### src/rtl/store_scoreboard_pkg.sv
// Shared types and constants for the store scoreboard.
// Error capture record and FSM state encoding live here.
package sb_pkg;

   typedef enum logic [1:0] {
      SB_IDLE,
      SB_RUN,
      SB_PASS,
      SB_FAIL
   } sb_state_t;

   localparam int SB_W = 32;

   localparam logic [15:0] MISMATCH_MAX = 16'hFFFF;

   typedef struct packed {
      logic [31:0]     pc;
      logic [SB_W-1:0] addr;
      logic [SB_W-1:0] data;
   } sb_err_t;

   function automatic logic [15:0] sat_inc(input logic [15:0] v);
      return (v == MISMATCH_MAX) ? v : v + 16'd1;
   endfunction

endpackage

### src/rtl/store_scoreboard_if.sv
// Data-memory write bus as seen between the core and the scoreboard.
// The core side drives it, the scoreboard only observes.
interface store_scoreboard_if #(
   parameter int ADDR_W = 32,
   parameter int DATA_W = 32
) ();

   logic              memwrite;
   logic [ADDR_W-1:0] dataadr;
   logic [DATA_W-1:0] writedata;
   logic [31:0]       pc;

   modport master (
      output memwrite,
      output dataadr,
      output writedata,
      output pc
   );

   modport slave (
      input memwrite,
      input dataadr,
      input writedata,
      input pc
   );

endinterface

### src/rtl/store_scoreboard_match_unit.sv
// Comparator array over the expected-store table with a
// lowest-index-wins priority encoder.
module sb_match_unit #(
   parameter int DEPTH = 8,
   parameter int KEY_W = 64,
   parameter int IDX_W = 3
) (
   input  logic [KEY_W-1:0]            i_key,
   input  logic [DEPTH-1:0][KEY_W-1:0] i_tab,
   input  logic [DEPTH-1:0]            i_mask,
   output logic                        o_hit,
   output logic [IDX_W-1:0]            o_hit_idx
);

   logic [DEPTH-1:0] w_eq;

   genvar g;
   generate
      for (g = 0; g < DEPTH; g++) begin : g_cmp
         assign w_eq[g] = i_mask[g] && (i_tab[g] == i_key);
      end
   endgenerate

   // Scan downwards so the lowest matching index is the one kept.
   always_comb begin
      o_hit     = 1'b0;
      o_hit_idx = '0;
      for (int i = DEPTH - 1; i >= 0; i--) begin
         if (w_eq[i]) begin
            o_hit     = 1'b1;
            o_hit_idx = IDX_W'(i);
         end
      end
   end

endmodule

### src/rtl/store_scoreboard.sv
// Store scoreboard: checks core data-memory writes against a table of
// expected stores and reports pass, fail or timeout with first-error capture.
module store_scoreboard
   import sb_pkg::*;
#(
   parameter int  DEPTH       = 8,
   parameter int  ADDR_W      = 32,
   parameter int  DATA_W      = 32,
   parameter int  TIMEOUT     = 1024,
   parameter int  ORDERED     = 1,
   parameter int  STOP_ON_ERR = 1,
   localparam int IDX_W       = (DEPTH > 1) ? $clog2(DEPTH) : 1,
   localparam int CNT_W       = $clog2(DEPTH) + 1
) (
   input  logic              clk,
   input  logic              reset,
   input  logic              i_exp_we,
   input  logic [IDX_W-1:0]  i_exp_idx,
   input  logic [ADDR_W-1:0] i_exp_addr,
   input  logic [DATA_W-1:0] i_exp_data,
   input  logic [CNT_W-1:0]  i_num_exp,
   input  logic              i_start,
   store_scoreboard_if.slave bus,
   output logic              o_busy,
   output logic              o_done,
   output logic              o_pass,
   output logic              o_fail,
   output logic              o_timed_out,
   output logic [CNT_W-1:0]  o_match_cnt,
   output logic [15:0]       o_mismatch_cnt,
   output logic [31:0]       o_cycle_cnt,
   output logic [31:0]       o_err_pc,
   output logic [ADDR_W-1:0] o_err_addr,
   output logic [DATA_W-1:0] o_err_data
);

   localparam int KEY_W = ADDR_W + DATA_W;

   sb_state_t                   r_state;
   sb_state_t                   w_nxt;
   logic [DEPTH-1:0][KEY_W-1:0] r_tab;
   logic [DEPTH-1:0]            r_matched;
   logic [CNT_W-1:0]            r_num;
   logic [CNT_W-1:0]            r_match_cnt;
   logic [15:0]                 r_mis;
   logic [31:0]                 r_cycle;
   sb_err_t                     r_err;
   logic                        r_timed_out;

   logic [DEPTH-1:0] w_range;
   logic [DEPTH-1:0] w_ord_mask;
   logic [DEPTH-1:0] w_mask;
   logic             w_hit;
   logic [IDX_W-1:0] w_hit_idx;
   logic             w_store;
   logic             w_match;
   logic             w_miss;
   logic             w_final;
   logic             w_tmo;
   logic             w_bad_num;
   logic             w_start;
   logic             w_set_to;

   // Table has no reset so a program survives a scoreboard reset.
   always_ff @(posedge clk) begin
      if (i_exp_we && r_state == SB_IDLE) begin
         r_tab[i_exp_idx] <= {i_exp_addr, i_exp_data};
      end
   end

   always_comb begin
      w_range    = '0;
      w_ord_mask = '0;
      for (int i = 0; i < DEPTH; i++) begin
         w_range[i]    = CNT_W'(i) < r_num;
         w_ord_mask[i] = CNT_W'(i) == r_match_cnt;
      end
   end

   assign w_mask = (ORDERED != 0) ? w_ord_mask : (w_range & ~r_matched);

   sb_match_unit #(
      .DEPTH (DEPTH),
      .KEY_W (KEY_W),
      .IDX_W (IDX_W)
   ) u_match (
      .i_key     ({bus.dataadr, bus.writedata}),
      .i_tab     (r_tab),
      .i_mask    (w_mask),
      .o_hit     (w_hit),
      .o_hit_idx (w_hit_idx)
   );

   assign w_store   = (r_state == SB_RUN) && bus.memwrite;
   assign w_match   = w_store && w_hit;
   assign w_miss    = w_store && !w_hit;
   assign w_final   = w_match && ((r_match_cnt + CNT_W'(1)) == r_num);
   assign w_tmo     = (TIMEOUT != 0) && (r_cycle == 32'(TIMEOUT - 1));
   assign w_bad_num = (i_num_exp == '0) || (i_num_exp > CNT_W'(DEPTH));
   assign w_start   = i_start && (r_state != SB_RUN);

   always_ff @(posedge clk) begin
      if (reset) begin
         r_state <= SB_IDLE;
      end else begin
         r_state <= w_nxt;
      end
   end

   // A final match beats the timeout; a mismatch on that cycle is not a timeout.
   always_comb begin
      w_nxt    = r_state;
      w_set_to = 1'b0;
      unique case (r_state)
         SB_RUN: begin
            if (w_final) begin
               w_nxt = SB_PASS;
            end else if (w_miss && (STOP_ON_ERR != 0 || w_tmo)) begin
               w_nxt = SB_FAIL;
            end else if (w_tmo) begin
               w_nxt    = SB_FAIL;
               w_set_to = 1'b1;
            end
         end
         default: begin
            if (i_start) begin
               w_nxt = w_bad_num ? SB_FAIL : SB_RUN;
            end
         end
      endcase
   end

   always_ff @(posedge clk) begin
      if (reset) begin
         r_num       <= '0;
         r_match_cnt <= '0;
         r_matched   <= '0;
         r_mis       <= '0;
         r_cycle     <= '0;
         r_err       <= '0;
         r_timed_out <= 1'b0;
      end else if (w_start) begin
         r_num       <= i_num_exp;
         r_match_cnt <= '0;
         r_matched   <= '0;
         r_mis       <= '0;
         r_cycle     <= '0;
         r_err       <= '0;
         r_timed_out <= 1'b0;
      end else if (r_state == SB_RUN) begin
         r_timed_out <= w_set_to;
         if (w_nxt == SB_RUN) begin
            r_cycle <= r_cycle + 32'd1;
         end
         if (w_match) begin
            r_matched[w_hit_idx] <= 1'b1;
            r_match_cnt          <= r_match_cnt + CNT_W'(1);
         end
         if (w_miss) begin
            r_mis <= sat_inc(r_mis);
            if (r_mis == '0) begin
               r_err <= '{
                  pc:   bus.pc,
                  addr: SB_W'(bus.dataadr),
                  data: SB_W'(bus.writedata)
               };
            end
         end
      end
   end

   assign o_busy         = (r_state == SB_RUN);
   assign o_pass         = (r_state == SB_PASS);
   assign o_fail         = (r_state == SB_FAIL);
   assign o_done         = o_pass || o_fail;
   assign o_timed_out    = r_timed_out;
   assign o_match_cnt    = r_match_cnt;
   assign o_mismatch_cnt = r_mis;
   assign o_cycle_cnt    = r_cycle;
   assign o_err_pc       = r_err.pc;
   assign o_err_addr     = ADDR_W'(r_err.addr);
   assign o_err_data     = DATA_W'(r_err.data);

endmodule

### src/flat_wrapper.sv
// flat-port wrapper written by rule: the top's interface ports become plain ports
module store_scoreboard_flat import sb_pkg::*;
#(
   parameter int  DEPTH       = 8,
   parameter int  ADDR_W      = 32,
   parameter int  DATA_W      = 32,
   parameter int  TIMEOUT     = 1024,
   parameter int  ORDERED     = 1,
   parameter int  STOP_ON_ERR = 1,
   localparam int IDX_W       = (DEPTH > 1) ? $clog2(DEPTH) : 1,
   localparam int CNT_W       = $clog2(DEPTH) + 1
)
  (clk, reset, i_exp_we, i_exp_idx, i_exp_addr, i_exp_data, i_num_exp, i_start, o_busy, o_done, o_pass, o_fail, o_timed_out, o_match_cnt, o_mismatch_cnt, o_cycle_cnt, o_err_pc, o_err_addr, o_err_data, bus_memwrite, bus_dataadr, bus_writedata, bus_pc);
  store_scoreboard_if #(.ADDR_W(ADDR_W), .DATA_W(DATA_W)) bus_i ();
  input  logic clk;
  input  logic reset;
  input  logic i_exp_we;
  input  logic [IDX_W-1:0] i_exp_idx;
  input  logic [ADDR_W-1:0] i_exp_addr;
  input  logic [DATA_W-1:0] i_exp_data;
  input  logic [CNT_W-1:0] i_num_exp;
  input  logic i_start;
  output logic o_busy;
  output logic o_done;
  output logic o_pass;
  output logic o_fail;
  output logic o_timed_out;
  output logic [CNT_W-1:0] o_match_cnt;
  output logic [15:0] o_mismatch_cnt;
  output logic [31:0] o_cycle_cnt;
  output logic [31:0] o_err_pc;
  output logic [ADDR_W-1:0] o_err_addr;
  output logic [DATA_W-1:0] o_err_data;
  input wire logic [$bits(bus_i.memwrite)-1:0] bus_memwrite;
  input wire logic [$bits(bus_i.dataadr)-1:0] bus_dataadr;
  input wire logic [$bits(bus_i.writedata)-1:0] bus_writedata;
  input wire logic [$bits(bus_i.pc)-1:0] bus_pc;
  assign bus_i.memwrite = bus_memwrite;
  assign bus_i.dataadr = bus_dataadr;
  assign bus_i.writedata = bus_writedata;
  assign bus_i.pc = bus_pc;
  store_scoreboard #(.DEPTH(DEPTH), .ADDR_W(ADDR_W), .DATA_W(DATA_W), .TIMEOUT(TIMEOUT), .ORDERED(ORDERED), .STOP_ON_ERR(STOP_ON_ERR)) u_core (.clk(clk), .reset(reset), .i_exp_we(i_exp_we), .i_exp_idx(i_exp_idx), .i_exp_addr(i_exp_addr), .i_exp_data(i_exp_data), .i_num_exp(i_num_exp), .i_start(i_start), .bus(bus_i), .o_busy(o_busy), .o_done(o_done), .o_pass(o_pass), .o_fail(o_fail), .o_timed_out(o_timed_out), .o_match_cnt(o_match_cnt), .o_mismatch_cnt(o_mismatch_cnt), .o_cycle_cnt(o_cycle_cnt), .o_err_pc(o_err_pc), .o_err_addr(o_err_addr), .o_err_data(o_err_data));
endmodule
### config.mk
export PLATFORM = sky130hd
export DESIGN_NAME = store_scoreboard_flat
export DESIGN_NICKNAME = d
export VERILOG_FILES = /design/src/rtl/store_scoreboard_pkg.sv /design/src/rtl/store_scoreboard_if.sv /design/src/rtl/store_scoreboard_match_unit.sv /design/src/rtl/store_scoreboard.sv /design/src/flat_wrapper.sv
export SDC_FILE = /design/constraint.sdc
export NUM_CORES = 1
export LEC_CHECK = 0
export ABC_AREA = 1
export BUFFER_PORTS_ARGS = -buffer_cell sky130_fd_sc_hd__buf_4
export CELL_PAD_IN_SITES_DETAIL_PLACEMENT = 0
export CELL_PAD_IN_SITES_GLOBAL_PLACEMENT = 1
export CORE_MARGIN = 1.5
export CORE_UTILIZATION = 45
export CTS_CLUSTER_DIAMETER = 120
export DETAILED_ROUTE_END_ITERATION = 8
export PLACE_DENSITY_LB_ADDON = 0.12
export SLEW_MARGIN = 20
export SYNTH_ARGS = -nofsm -noshare
export SYNTH_HDL_FRONTEND = slang
export SYNTH_SLANG_ARGS = --single-unit
### constraint.sdc
create_clock -name clk -period 4.6 [get_ports clk]
set_input_delay 0.69 -clock clk [delete_from_list [all_inputs] [get_ports clk]]
set_output_delay 0.69 -clock clk [all_outputs]
set_load 0.005 [all_outputs]
; Yosys cells after proc, flatten, opt, wreduce, memory -nomap -nowiden
; Index checks and enable logic that the tools add are counted.
[classes]
add_sub_neg = 3
order_cmp = 3
n_eq_ne = 23
mux = 20
bitwise = 1
reduce_logical = 27
[ops]
columns = cell, n
row1 = $bwmux 512, 1
row2 = $eq 64x64->1, 8
row3 = $demux 64 s3, 1
row4 = $mux 64, 1
row5 = $add 32x1->32 const B, 1
row6 = $eq 32x10->1 const B, 1
row7 = $add 16x1->16 const B, 1
row8 = $eq 16x16->1 const B, 1
row9 = $eq 3x4->1 const A, 4
row10 = $logic_not 16->1, 1
row11 = $logic_and 1x1->1, 15
row12 = $mux 2, 6
row13 = $mux 1, 11
row14 = $eq 2x4->1 const A, 2
row15 = $logic_not 4->1, 2
row16 = $reduce_and 3->1, 2
row17 = $add 4x1->4 const B, 1
row18 = $eq 1x4->1 const A, 1
row19 = $eq 2x1->1 const B, 2
row20 = $eq 2x2->1 const B, 2
row21 = $eq 4x4->1, 1
row22 = $gt 4x4->1 const B, 1
row23 = $lt 3x4->1 const B, 1
row24 = $reduce_and 2->1, 2
row25 = other kinds (7), 8
[totals]
ff_bits = 667
in_bits = 172
output_inout_bits = 153

; Logic depth before layout (Yosys ltp)
[depth]
word_depth = 17
depth_mapped = 19
mapped_depth_nobuf = 18

; By module
; From an unflattened synthesis, not the netlist that was laid out.
[hier_totals]
cells_unflattened = 2974
hier_area_um2 = 30022.5
[modules_own_cells]
columns = module, instances, cells_each, area_per_inst_um2, seq_area_each_um2
row1 = store_scoreboard, 1, 1570, 22876.9, 18477.7
row2 = sb_match_unit, 1, 1404, 7145.6, 0.0

; Least setup slack after synthesis
; OpenSTA, ideal clock, no wires.
[synth_path]
kind = input-to-reg
startpoint = input port i_exp_we
endpoint = register u_core.r_tab[0] (netlist bit), enable pin
setup_ns = 0.486
arrival_time_ns = 3.724
path_slack_ns = 0.389
path_stages = 3
path_buffers = 0
path_cell_list = nor3b_1 > nand2_1 > nor2_1
[synth_via]
elab_chain_len = 1
[synth_rtl]
columns = element, line
row1 = "start, declared", flat_wrapper.sv:17  ; input logic i_exp_we;
row2 = $logic_and 1x1->1, store_scoreboard.sv:66  ; if (i_exp_we && r_state == SB_IDLE) begin
row3 = "end signal, assigned by index", store_scoreboard.sv:67  ; r_tab[i_exp_idx] <= {i_exp_addr, i_exp_data};
row4 = "end, declared", store_scoreboard.sv:41  ; logic [DEPTH-1:0][KEY_W-1:0] r_tab;
; No other way between the ends.
; A chain may end at the register's enable or synchronous reset.

; Worst setup path after layout
[layout_path]
startpoint = register u_core.r_match_cnt[0], in the netlist u_core.o_match_cnt[0]
endpoint = register u_core.r_err (netlist bit u_core.o_err_data[14])
[layout_via]
elab_chain_len = 13
[layout_rtl]
columns = element, line
row1 = "start, declared", store_scoreboard.sv:44  ; logic [CNT_W-1:0] r_match_cnt;
row2 = "start signal, assigned", store_scoreboard.sv:157  ; r_match_cnt <= r_match_cnt + CNT_W'(1);
row3 = $eq 3x4->1, store_scoreboard.sv:76  ; w_ord_mask[i] = CNT_W'(i) == r_match_cnt;
row4 = $logic_and 1x1->1, store_scoreboard_match_unit.sv:20  ; assign w_eq[g] = i_mask[g] && (i_tab[g] == i_key);
row5 = $mux 1 (7 in a row), store_scoreboard_match_unit.sv:29  ; if (w_eq[i]) begin
row6 = $mux 1 (*), store_scoreboard_match_unit.sv:29
row7 = $logic_not 1->1 (*), store_scoreboard.sv:96  ; assign w_miss = w_store && !w_hit;
row8 = $logic_and 1x1->1 (*), store_scoreboard.sv:96
row9 = $reduce_and 3->1 (no source line) (*), --
row10 = "end signal, assigned", store_scoreboard.sv:162  ; r_err <= '{
row11 = "end, declared", store_scoreboard.sv:47  ; sb_err_t r_err;
; Mark *: on every way between the ends. The rest lies on a longest branch, timed or not.

==> impl_summary.txt <==
----------------------------------------------------
[Hold path]
  Number of cells on the worst hold path ... 1
  Kind of path behind the tightest hold check ... input port to register
  Endpoint with the worst hold slack ... u_core.r_tab[402]
  Critical hold path startpoint ... i_exp_data[18]

[Drt]
  Detailed-route via count ... 21470
  DRC violation total after the first TritonRoute iteration ... 1473
  Residual DRC count ... 0
  Remaining antenna violation count ... 0
  Detail-routed via count per cell ... 4.951
  Final wirelength ... 81250 µm
  Detailed-route wire length per cell ... 18.73 µm
  Drt pass-1 iters ... 5

[Final layout]
  Share of cells above drive strength 1 ... 14.62%
  Cell area after layout ... 36020 µm²
  Filler-free cell count of the finished design ... 4337
  Number of nets in the layout ... ~3600
  Area growth from synthesis to layout ... 18.72%
  Final design utilization ... approximately 54%

[Clocking]
  Post_cts resized ... 0
  # Post-CTS Setup Buffers ... 0
  Number of sinks on the clock net ... 667
  Number of H-tree branching levels ... 3
  Number of buffers added by the clock tree synthesis step ... 75
  Maximum count of clock buffers along a single path ... 3
  Clock tree root buffer cell ... sky130_fd_sc_hd__clkbuf_16
  Worst-path clk slew ... approximately 0.06 ns
  Hold buffer count at cts ... 0
  Clock latency on the worst-skew pair ... just over 0.6 ns
  TritonCTS clock tree ... done

[STA]
  Relative slew slack ... around 36%
  Setup tns final ... 0 ns
  Unrepaired setup endpoints after global routing ... false
  Final Critical Period ... between 3 and 4 ns
  Final cycle utilization of the critical path ... around 80%
  Largest clock skew in the final design ... 0.02574 ns
  Final hold viol count ... 0
  Number of max-slew violations in the final report ... 0
  Final number of setup-violating endpoints ... 0
  Highest attainable clock frequency ... 0.2795 GHz
  Tightest Pin Transition ... 0.9526 ns

[Global route]
  Pin count of the biggest net entering global routing ... 67
  Antenna violations before repair ... 7
  Wire length of the first global-routing pass ... 123600 µm
  GR Overflow Total ... 0
  Number of global-route vias before repair ... approximately 21000
  Overall Global Routing Usage ... a little under a quarter

[Setup path]
  Cell at the slowest stage of the critical path ... sky130_fd_sc_hd__dfxtp_1
  Worst path top cell family by delay ... simple AND/OR/NAND/NOR gates
  Critical path buffer and inverter count ... 4
  CP max FO ... 63
  Most frequent cell on the critical path ... sky130_fd_sc_hd__nor2_1
  Cells along the critical path ... inv_1, ha_1, inv_1, nor2_1, nand2_1, nor2_1, nand3_1, nor2_1, nand3_1, nand2_1, nor2_2, nand3_2, inv_2, nand3_4, buf_12, o21ai_0, nor2_1
  Worst endpoint required time ... 5.09 ns
  R2R cell count ... 17
  Setup Crit Path Kind ... register to register
  Reg2reg setup slack ... about 1.0 ns
  R2r endpoint ... u_core.o_err_data[14]
  Largest incremental delay on the critical path ... around 0.50 ns
  Startpoint types ... register
  Startpoint of the worst register-to-register path ... u_core.o_match_cnt[0]
  Category of the worst setup path capture point ... register
  Data arrival time of the critical path ... 4.07 ns

[Synthesis]
  Total number of yosys warnings ... 0
  Post-synthesis sequential element count ... roughly 670
  Syn nets ... 3274
  Synthesized instance count ... approximately 3100
  Avg Inst Size Synth ... 9.804 µm²
  Cell area after synthesis ... 30340 µm²
  Part of the Yosys area used for sequential elements ... 60.89%
  Count of cell types in the netlist ... 32

[Run status]
  Result of the run ... completed

[Floorplanning]
  Core region area ... 66920 µm²
  Row count ... 95
  Floorplan die area ... 69000 µm²
  Die Span Y ... 262.7 µm
  Die boundary width ... roughly 260 µm
  Initial standard-cell utilization of the core ... 45.34%
  Boundary pin count ... 325

[Placed design]
  HPWL reported at the end of detailed placement ... 56760 µm
  Placed cells ... 4198
  Final weighted congestion in routability-driven placement ... 0.8474
  Count of port buffers added during placement ... 324
  Placed Instance Area ... 33550 µm²

[Run]
  Maxcap violations ... 0

[Power and ir drop]
  Total power divided by cell area ... between 300 and 400 nW/µm²
  Leakage ... roughly 14 nW
  Peak supply drop ... 293.5 µV

----------------------------------------------------
## cell type report
type                       count  area [µm²]
antenna                        2       5.005
clock buffer                 105        2145
clock inverter                32       329.1
fill                        5942       30900
inverter                     266       998.5
multi-input combinational   2047       10290
sequential                   667       18480
tap                          873        1092
timing repair buffer         345        2690
## placed cells by master, fill, tap and decap left out, drive strengths merged, types with 38 or more instances in the layout
cell,instances
nand2,780
edfxtp,512
nor2,496
buf,345
inv,266
xnor2,209
dfxtp,155
xor2,142
o21ai,122
clkbuf,105
nand3,78
nand4,51
a21oi,51
or2,48
nor3,38
## cell usage after synthesis, drive strengths merged
library cell  number  area share (%)
nor3              38            0.64
o21ai            122             2.0
nand4             51             1.1
ha                 7            0.29
nand3             78             1.3
nand3b             1           0.025
nor4              21            0.43
xor2             142             4.1
inv              264             3.3
or2               48            0.99
dfxtp            155              10
nor3b              2           0.049
a211oi             1           0.025
clkbuf            32            0.41
xnor2            209             6.0
clkinv             2           0.025
buf               83             1.8
edfxtp           512              51
nand2            780             9.7
a21oi             51            0.84
nor2             496             6.2
## power by group
part / switching, mW / leakage, nW / total (mW) / internal [mW]
Combinational: 0.626 / 6.98 / 1.01 / 0.383
Sequential: 0.0521 / 5.88 / 6.65 / 6.59
Clock: 2.44 / 1.22 / 6.00 / 3.55
## registers in the layout, summed over array words and instances, names as in the netlist, 2 cells and up
name / cells
u_core.o_cycle_cnt: 32
u_core.o_match_cnt: 4
u_core.o_err_data: 32
u_core.o_mismatch_cnt: 16
u_core.r_state: 2
u_core.o_err_addr: 32
u_core.r_tab: 512
u_core.o_err_pc: 32
u_core.r_num: 4
## metrics by stage
stage	total power [mW]	hold slack, ns	setup slack [ns]
after global placement	7.771	0.4632	0.8083
after CTS	13.80	0.2798	1.082
after floorplan	7.369	0.4477	0.3894
final	13.65	0.3089	1.022
after detailed placement	7.791	0.4731	0.7278
after global routing	14.12	0.2866	0.7164
## layer usage
layer  vias to the layer above  track usage (%)  wire, µm
li1                      10600                -         -
met1                     10230            30.17     35260
met2                       530            40.03     39320
met3                       105            5.229      4901
met4                        10            5.735      1691
met5                         -                0        68
## worst max-delay path by stage
| stage | from | end | slack, ns | depth (start not counted) |
|---|---|---|---|---|
| after floorplan | i_exp_we | u_core.r_tab[0] | 0.39 | 3 |
| after detailed placement | bus_writedata[9] | u_core.o_err_addr[16] | 0.73 | 18 |
| after CTS | u_core.o_match_cnt[0] | u_core.o_err_addr[16] | 1.08 | 17 |
| final | u_core.o_match_cnt[0] | u_core.o_err_data[14] | 1.02 | 17 |
| after global routing | u_core.o_match_cnt[0] | u_core.o_cycle_cnt[30] | 0.72 | 17 |
| after global placement | bus_writedata[9] | u_core.o_cycle_cnt[30] | 0.81 | 18 |
## kinds of logic (layout without fill, tap and decap cells)
family                     count (synthesis)  in the layout  synth area share [%]
adders and majority gates                  7              7                0.2886
DFF                                      667            667                 60.89
AOI/OAI and AO/OA                        174            174                 2.878
other                                      0              2                     0
xor gates and xnor gates                 351            351                 10.13
and+or+nand+nor                         1515           1515                 20.34
buffers and inverters                    381            748                 5.472
Power figures use the tool's default switching activity.
